## config.mk

```make
export PLATFORM = sky130hd
export DESIGN_NAME = frame_draw_scheduler_flat
export DESIGN_NICKNAME = d
export VERILOG_FILES = /design/src/rtl/frame_draw_scheduler_pkg.sv /design/src/rtl/frame_draw_scheduler_if.sv /design/src/rtl/frame_draw_scheduler_rr_pick.sv /design/src/rtl/frame_draw_scheduler.sv /design/src/flat_wrapper.sv
export SDC_FILE = /design/constraint.sdc
export NUM_CORES = 1
export LEC_CHECK = 0
export BUFFER_PORTS_ARGS = -buffer_cell sky130_fd_sc_hd__buf_4
export CORE_UTILIZATION = 44
export DETAILED_ROUTE_END_ITERATION = 10
export PLACE_DENSITY_LB_ADDON = 0.05
export SYNTH_ARGS = -nofsm -noshare
export SYNTH_HDL_FRONTEND = slang
export SYNTH_SLANG_ARGS = --single-unit
```

## constraint.sdc

```tcl
create_clock -name clk -period 2.3 [get_ports clk]
set_input_delay 0 -clock clk [delete_from_list [all_inputs] [get_ports clk]]
set_output_delay 0 -clock clk [all_outputs]
set_load 0.02 [all_outputs]
```

## src/rtl/frame_draw_scheduler_pkg.sv

```systemverilog
// -----------------------------------------------------------------------------
// draw_pkg
// Shared types and defaults for the per-frame framebuffer write scheduler.
//   state_e      : sequencer states (IDLE, CLEAR, ARB, SERVE, FINISH)
//   SCREEN_W_DEF : default horizontal sweep limit (last cleared x)
//   SCREEN_H_DEF : default vertical sweep limit (last cleared y)
//   CW_DEF       : coordinate width
//   pixel_t      : one framebuffer write {x, y, color}
// -----------------------------------------------------------------------------
package draw_pkg;

    localparam int SCREEN_W_DEF = 640;
    localparam int SCREEN_H_DEF = 480;
    localparam int CW_DEF       = 11;

    typedef enum logic [2:0] {
        ST_IDLE   = 3'd0,
        ST_CLEAR  = 3'd1,
        ST_ARB    = 3'd2,
        ST_SERVE  = 3'd3,
        ST_FINISH = 3'd4
    } state_e;

    typedef struct packed {
        logic [CW_DEF-1:0] x;
        logic [CW_DEF-1:0] y;
        logic              color;
    } pixel_t;

endpackage

```

## src/rtl/frame_draw_scheduler_if.sv

```systemverilog
// -----------------------------------------------------------------------------
// frame_draw_scheduler_if
// Bundles every non-clock/reset signal of the scheduler.
//   master : the scheduler (drives clr_start, grant, write bus, status)
//   slave  : the environment (frame tick, clear engine, sprite drawers,
//            framebuffer)
// -----------------------------------------------------------------------------
interface frame_draw_scheduler_if
    import draw_pkg::*;
#(
    parameter int N_REQ = 3,
    parameter int CW    = CW_DEF
);

    logic                  frame_tick;
    logic                  clr_start;
    logic [CW-1:0]         clr_x;
    logic [CW-1:0]         clr_y;
    logic                  clr_color;
    logic [N_REQ-1:0]      req;
    logic [N_REQ*CW-1:0]   src_x;
    logic [N_REQ*CW-1:0]   src_y;
    logic [N_REQ-1:0]      src_color;
    logic [N_REQ-1:0]      src_valid;
    logic [N_REQ-1:0]      src_done;
    logic [N_REQ-1:0]      grant;
    logic                  wr_en;
    logic [CW-1:0]         wr_x;
    logic [CW-1:0]         wr_y;
    logic                  wr_color;
    logic                  busy;
    logic                  frame_done;
    logic                  overrun;

    modport master (
        input  frame_tick, clr_x, clr_y, clr_color,
        input  req, src_x, src_y, src_color, src_valid, src_done,
        output clr_start, grant, wr_en, wr_x, wr_y, wr_color,
        output busy, frame_done, overrun
    );

    modport slave (
        output frame_tick, clr_x, clr_y, clr_color,
        output req, src_x, src_y, src_color, src_valid, src_done,
        input  clr_start, grant, wr_en, wr_x, wr_y, wr_color,
        input  busy, frame_done, overrun
    );

endinterface

```

## src/rtl/frame_draw_scheduler_rr_pick.sv

```systemverilog
// -----------------------------------------------------------------------------
// rr_pick
// Combinational round-robin selector.
//   cand   : candidate mask
//   ptr    : index the search starts from (wraps modulo N)
//   onehot : first candidate at or after ptr, one-hot (zero if none)
//   found  : at least one candidate exists
// -----------------------------------------------------------------------------
module rr_pick
    import draw_pkg::*;
#(
    parameter int N  = 3,
    parameter int PW = 2
) (
    input  logic [N-1:0]  cand,
    input  logic [PW-1:0] ptr,
    output logic [N-1:0]  onehot,
    output logic          found
);

    always_comb begin
        onehot = '0;
        found  = 1'b0;
        // Walk N positions starting at ptr; the first hit wins.
        for (int k = 0; k < N; k++) begin
            if (!found && cand[(int'(ptr) + k) % N]) begin
                onehot[(int'(ptr) + k) % N] = 1'b1;
                found                       = 1'b1;
            end
        end
    end

endmodule

```

## src/rtl/frame_draw_scheduler.sv

```systemverilog
// -----------------------------------------------------------------------------
// frame_draw_scheduler
// Per-frame sequencer for the shared framebuffer write port. Each frame tick
// runs the clear sweep to (SCREEN_W, SCREEN_H), then hands the write port to
// each requesting sprite drawer once, in round-robin order, and finally pulses
// frame_done. The active source is muxed onto a registered write bus.
//   clk   : system clock
//   reset : asynchronous, active-high reset
//   bus   : frame_draw_scheduler_if.master (tick, clear engine, drawers,
//           grant, write bus, busy/frame_done/overrun)
// Note: the write register uses draw_pkg::pixel_t, so CW is expected to match
// draw_pkg::CW_DEF.
// -----------------------------------------------------------------------------
module frame_draw_scheduler
    import draw_pkg::*;
#(
    parameter int SCREEN_W = SCREEN_W_DEF,
    parameter int SCREEN_H = SCREEN_H_DEF,
    parameter int N_REQ    = 3,
    parameter int CW       = CW_DEF
) (
    input  logic                   clk,
    input  logic                   reset,
    frame_draw_scheduler_if.master bus
);

    localparam int PW = (N_REQ > 1) ? $clog2(N_REQ) : 1;

    localparam logic [2:0] IDLE   = ST_IDLE;
    localparam logic [2:0] CLEAR  = ST_CLEAR;
    localparam logic [2:0] ARB    = ST_ARB;
    localparam logic [2:0] SERVE  = ST_SERVE;
    localparam logic [2:0] FINISH = ST_FINISH;

    logic [2:0]       state_q, state_d;
    logic             clr_start_q, clr_start_d;
    logic [N_REQ-1:0] grant_q, grant_d;
    logic             wr_en_q, wr_en_d;
    pixel_t           pix_q, pix_d;
    logic             frame_done_q, frame_done_d;
    logic             overrun_q, overrun_d;
    logic [PW-1:0]    ptr_q, ptr_d;
    logic [N_REQ-1:0] served_q, served_d;

    logic [N_REQ-1:0] cand;
    logic [N_REQ-1:0] pick_onehot;
    logic             pick_found;
    logic [PW-1:0]    g_idx;
    logic             clr_last;

    // Per-drawer views of the packed coordinate buses.
    logic [CW-1:0] sx [N_REQ];
    logic [CW-1:0] sy [N_REQ];

    generate
        for (genvar gi = 0; gi < N_REQ; gi++) begin : g_unpack
            assign sx[gi] = bus.src_x[gi*CW +: CW];
            assign sy[gi] = bus.src_y[gi*CW +: CW];
        end
    endgenerate

    // Drawers already served this frame are masked until the next tick.
    assign cand = bus.req & ~served_q;

    rr_pick #(
        .N  (N_REQ),
        .PW (PW)
    ) u_rr_pick (
        .cand   (cand),
        .ptr    (ptr_q),
        .onehot (pick_onehot),
        .found  (pick_found)
    );

    // Index of the currently granted drawer (grant_q is one-hot in SERVE).
    always_comb begin
        g_idx = '0;
        for (int i = 0; i < N_REQ; i++) begin
            if (grant_q[i]) begin
                g_idx = PW'(i);
            end
        end
    end

    assign clr_last = (bus.clr_x == CW'(SCREEN_W)) && (bus.clr_y == CW'(SCREEN_H));

    always_comb begin
        state_d      = state_q;
        clr_start_d  = 1'b0;
        grant_d      = '0;
        wr_en_d      = 1'b0;
        pix_d        = pix_q;
        frame_done_d = 1'b0;
        // Any tick outside IDLE (FINISH included) is dropped and flagged.
        overrun_d    = bus.frame_tick && (state_q != IDLE);
        ptr_d        = ptr_q;
        served_d     = served_q;

        case (state_q)
            IDLE: begin
                if (bus.frame_tick) begin
                    state_d     = CLEAR;
                    clr_start_d = 1'b1;
                    served_d    = '0;
                end
            end

            CLEAR: begin
                wr_en_d = 1'b1;
                pix_d   = '{x: CW_DEF'(bus.clr_x), y: CW_DEF'(bus.clr_y),
                            color: bus.clr_color};
                // The corner pixel is written on the same edge we leave.
                if (clr_last) begin
                    state_d = ARB;
                end else begin
                    clr_start_d = 1'b1;
                end
            end

            ARB: begin
                if (pick_found) begin
                    grant_d = pick_onehot;
                    state_d = SERVE;
                end else begin
                    frame_done_d = 1'b1;
                    state_d      = FINISH;
                end
            end

            SERVE: begin
                wr_en_d = bus.src_valid[g_idx];
                pix_d   = '{x: CW_DEF'(sx[g_idx]), y: CW_DEF'(sy[g_idx]),
                            color: bus.src_color[g_idx]};
                // A drawer withdrawing its request is retired like a done.
                if (bus.src_done[g_idx] || !bus.req[g_idx]) begin
                    served_d[g_idx] = 1'b1;
                    ptr_d           = (int'(g_idx) == N_REQ - 1) ? '0 : g_idx + 1'b1;
                    state_d         = ARB;
                end else begin
                    grant_d = grant_q;
                end
            end

            FINISH: begin
                state_d = IDLE;
            end

            default: begin
                state_d = IDLE;
            end
        endcase
    end

    always_ff @(posedge clk or posedge reset) begin
        if (reset) begin
            state_q      <= IDLE;
            clr_start_q  <= 1'b0;
            grant_q      <= '0;
            wr_en_q      <= 1'b0;
            pix_q        <= '0;
            frame_done_q <= 1'b0;
            overrun_q    <= 1'b0;
            ptr_q        <= '0;
            served_q     <= '0;
        end else begin
            state_q      <= state_d;
            clr_start_q  <= clr_start_d;
            grant_q      <= grant_d;
            wr_en_q      <= wr_en_d;
            pix_q        <= pix_d;
            frame_done_q <= frame_done_d;
            overrun_q    <= overrun_d;
            ptr_q        <= ptr_d;
            served_q     <= served_d;
        end
    end

    assign bus.clr_start  = clr_start_q;
    assign bus.grant      = grant_q;
    assign bus.wr_en      = wr_en_q;
    assign bus.wr_x       = CW'(pix_q.x);
    assign bus.wr_y       = CW'(pix_q.y);
    assign bus.wr_color   = pix_q.color;
    assign bus.busy       = (state_q != IDLE);
    assign bus.frame_done = frame_done_q;
    assign bus.overrun    = overrun_q;

endmodule

```

## src/flat_wrapper.sv

```systemverilog
// flat-port wrapper written by rule: the top's interface ports become plain ports
module frame_draw_scheduler_flat import draw_pkg::*;
#(
    parameter int SCREEN_W = SCREEN_W_DEF,
    parameter int SCREEN_H = SCREEN_H_DEF,
    parameter int N_REQ    = 3,
    parameter int CW       = CW_DEF
)
  (clk, reset, bus_frame_tick, bus_clr_x, bus_clr_y, bus_clr_color, bus_req, bus_src_x, bus_src_y, bus_src_color, bus_src_valid, bus_src_done, bus_clr_start, bus_grant, bus_wr_en, bus_wr_x, bus_wr_y, bus_wr_color, bus_busy, bus_frame_done, bus_overrun);
  frame_draw_scheduler_if #(.N_REQ(N_REQ), .CW(CW)) bus_i ();
  input  logic clk;
  input  logic reset;
  input wire logic [$bits(bus_i.frame_tick)-1:0] bus_frame_tick;
  input wire logic [$bits(bus_i.clr_x)-1:0] bus_clr_x;
  input wire logic [$bits(bus_i.clr_y)-1:0] bus_clr_y;
  input wire logic [$bits(bus_i.clr_color)-1:0] bus_clr_color;
  input wire logic [$bits(bus_i.req)-1:0] bus_req;
  input wire logic [$bits(bus_i.src_x)-1:0] bus_src_x;
  input wire logic [$bits(bus_i.src_y)-1:0] bus_src_y;
  input wire logic [$bits(bus_i.src_color)-1:0] bus_src_color;
  input wire logic [$bits(bus_i.src_valid)-1:0] bus_src_valid;
  input wire logic [$bits(bus_i.src_done)-1:0] bus_src_done;
  output wire logic [$bits(bus_i.clr_start)-1:0] bus_clr_start;
  output wire logic [$bits(bus_i.grant)-1:0] bus_grant;
  output wire logic [$bits(bus_i.wr_en)-1:0] bus_wr_en;
  output wire logic [$bits(bus_i.wr_x)-1:0] bus_wr_x;
  output wire logic [$bits(bus_i.wr_y)-1:0] bus_wr_y;
  output wire logic [$bits(bus_i.wr_color)-1:0] bus_wr_color;
  output wire logic [$bits(bus_i.busy)-1:0] bus_busy;
  output wire logic [$bits(bus_i.frame_done)-1:0] bus_frame_done;
  output wire logic [$bits(bus_i.overrun)-1:0] bus_overrun;
  assign bus_i.frame_tick = bus_frame_tick;
  assign bus_i.clr_x = bus_clr_x;
  assign bus_i.clr_y = bus_clr_y;
  assign bus_i.clr_color = bus_clr_color;
  assign bus_i.req = bus_req;
  assign bus_i.src_x = bus_src_x;
  assign bus_i.src_y = bus_src_y;
  assign bus_i.src_color = bus_src_color;
  assign bus_i.src_valid = bus_src_valid;
  assign bus_i.src_done = bus_src_done;
  assign bus_clr_start = bus_i.clr_start;
  assign bus_grant = bus_i.grant;
  assign bus_wr_en = bus_i.wr_en;
  assign bus_wr_x = bus_i.wr_x;
  assign bus_wr_y = bus_i.wr_y;
  assign bus_wr_color = bus_i.wr_color;
  assign bus_busy = bus_i.busy;
  assign bus_frame_done = bus_i.frame_done;
  assign bus_overrun = bus_i.overrun;
  frame_draw_scheduler #(.SCREEN_W(SCREEN_W), .SCREEN_H(SCREEN_H), .N_REQ(N_REQ), .CW(CW)) u_core (.clk(clk), .reset(reset), .bus(bus_i));
endmodule
```

==> results.ini <==
[drt]
detailedRoute.firstIterationViolations = 55
wl_per_cell_um = 13.9
drcViolationCount = 0
routed_wl_mm = 6.85
vias = 2516
first_pass_iters = 4
via_per_inst = 5.11
ant_nets = 0

[setup_path]
slowest_delay_ns = 0.40
worstPathRequired_ns = 2.48
arrival_ns = 2.35
worstSetupStartpoint = u_core.ptr_q[0]
worstPathCellList = inv_1 -> ha_1 -> nor4b_1 -> nor3_4 -> nand3_2 -> mux2_2 -> a211o_1
path_class = register to register
crit_path_max_fanout = 8
worstReg2RegStart = u_core.ptr_q[0]
crit_slowest_cell = dfrtp_1
cp-start-kind = register
endpoint_kind = register

[sta]
slew_headroom_pct = 65.5
fmax_mhz = 462
setup_viol = 0
hold_viol = 0
worstMarginPinSlew_ns = 0.510
whs_ns = 0.00352
tns_ns = 0
finalMaxSlewViolations = 0
period_share_pct = 94.2
fin_crit_ns = 2.17
rsz0062_at_grt = false
fin_skew_ns = 0.0107

[power]
peakVddDrop_mv = 0.665
finalPower_mw = 4.73
pwr_density_cell_nw_per_um2 = 1240
p_leak_nw = 1.83

[floorplan]
die_w_um = 77.1
num_io_pins = 135
die_h_um = 77.1
dieArea_um2 = 5950
start_util_pct = 47.1
coreArea_um2 = 5270
rows = 26

[place]
dp_hpwl_mm = 5.34
port-buffer-count = 134
place_congestion = 0.867

[clock_tree]
cts_tree = yes
cts_max_path_buffers = 2
clock_sinks = 38
h-tree-depth = 2
clkLatencyLatePin_ns = 0.29
cts_resized = 0
root_buffer = clkbuf_8
cts_buffers = 5
clk_transition_reported_paths_ns = 0.08

[cells_and_area]
nets = 529
fin_util_pct = 72.4
final_cell_mix = buf_4, nand2_1, mux2i_1
n_antenna_cell = 0
layout-drive-gt1-share_pct = 37.0
fill_cells = 432
layout_commonest_cell = buf_4
areaGrowthSynthToFinish_pct = 53.7

[global_routing]
grt_first_pass_wirelength_mm = 11.3
overflow = 0
grt_max_degree = 48
antenna_found_initial = 0
grt_pass1_vias = 2432
grt_usage_pct = 23.8

[logic_synthesis]
syn_area_um2 = 2480
syn_area_per_cell_um2 = 8.93
ys_ff_latch = 38
yosysTopAreaCellShare_pct = 38.3
synthCells = 278
yosysSeqAreaShare_pct = 38.3
ys_top_cells_by_area = dfrtp_1, mux2i_1, nand2_1, o21ai_0, o21ai_1
yosysWarnings = 0
ys_types = 40
yosysTopAreaCell = dfrtp_1
syn_nets = 386

[status]
status = completed

[worst_hold_path]
min_from = bus_clr_x[5]
holdCritPathClass = input port to register

[run]
maxCapViolations = 0

==> where the power goes <==
| part | total, mW | internal [mW] | switching [mW] |
|---|---|---|---|
| Clock | 0.688 | 0.435 | 0.253 |
| Sequential | 1.23 | 1.00 | 0.233 |
| Combinational | 2.81 | 1.26 | 1.55 |
==> cells in the mapped netlist, drive strengths merged <==
library cell,count
nand2,53
or2,1
clkbuf,12
or3,1
and2,1
nor4bb,5
buf,5
o311a,1
a21o,3
nor3,4
o21ai,50
inv,10
nand2b,3
and3b,1
ha,4
mux2,1
nand3,1
mux2i,48
a22o,3
a2bb2oi,1
a211o,1
a22oi,1
or4bb,2
nor4,2
a31oi,1
nor3b,1
o2bb2ai,1
nor4b,3
nand3b,2
nand4,3
dfrtp,38
nor2b,3
a32o,1
o221ai,1
o32ai,1
a21oi,3
nor2,6
==> through the flow <==
step           worst slack (ns)  cell area (um2)  instances
5_1_grt                  0.0177             3810        492
4_1_cts                  0.0915             3810        492
3_3_place_gp              0.165             3580        474
2_1_floorplan             0.271             2480        278
6_report                  0.134             3810        492
3_5_place_dp             0.0962             3580        474
==> sequential cells by signal, summed over array words and instances (netlist names) <==
register	flops
u_core.state_q	3
u_core.bus.grant	3
u_core.served_q	3
u_core.bus.frame_done	1
u_core.bus.clr_start	1
u_core.ptr_q	2
u_core.bus.wr_color	1
u_core.bus.wr_x	11
u_core.bus.wr_en	1
u_core.bus.overrun	1
u_core.bus.wr_y	11
==> layer usage <==
metal | GRT usage (%) | vias up | wire length, um
met5 | 0 | - | 0
met4 | 5.28 | 0 | 68
met3 | 5.83 | 6 | 443
met2 | 40.9 | 85 | 3460
met1 | 30.1 | 1151 | 2880
li1 | - | 1274 | -
==> critical path, delay by kind of cell (launching register included) <==
family | cells | cell delay (ns)
flops | 1 | 0.40
mux | 1 | 0.29
fa+ha+maj | 1 | 0.40
buf+inv | 1 | 0.08
simple gates | 3 | 0.61
compound gates | 1 | 0.28
==> repair_timing <==
item,CTS,global route
endpoints found under the hold margin,47,0
endpoints found under the setup margin,0,1
hold buffers,10,0
setup buffers,0,0
==> path summary, 6_finish.rpt <==
check / cells after the start / slack (ns) / end
max: 7 / 0.13 / u_core.state_q[0]
min in group asynchronous: 4 / 0.38 / u_core.bus.wr_x[1]
max reg2reg: 7 / 0.13 / u_core.state_q[0]
min: 3 / 0.004 / u_core.bus.wr_x[5]
max in group asynchronous: 4 / 1.57 / u_core.bus.wr_y[7]
min reg2reg: 2 / 0.49 / u_core.bus.wr_y[5]
==> cells by family (layout without fill, tap and decap cells) <==
logic type               after synthesis  count (layout)  share of synthesized area, %
AND/OR/NAND/NOR                       92              92                          19.8
AO/OA/AOI/OAI                         68              68                          15.8
multiplexers                          49              49                          19.8
flip-flops                            38              38                          38.3
buffers and inverters                 27             171                          4.28
adder cells (fa/ha/maj)                4               4                          2.02
==> area by class of cell <==
type	instances	area (um2)	share of cell area, %
multi-input cells	213	1430	37.4
repair buffers	153	1170	30.8
flip-flops and latches	38	951	24.9
well taps	70	87.6	2.30
clock buffers	5	68.8	1.80
clock inverters	3	68.8	1.80
inverters	10	37.5	0.984
Power figures use the tool's default switching activity.
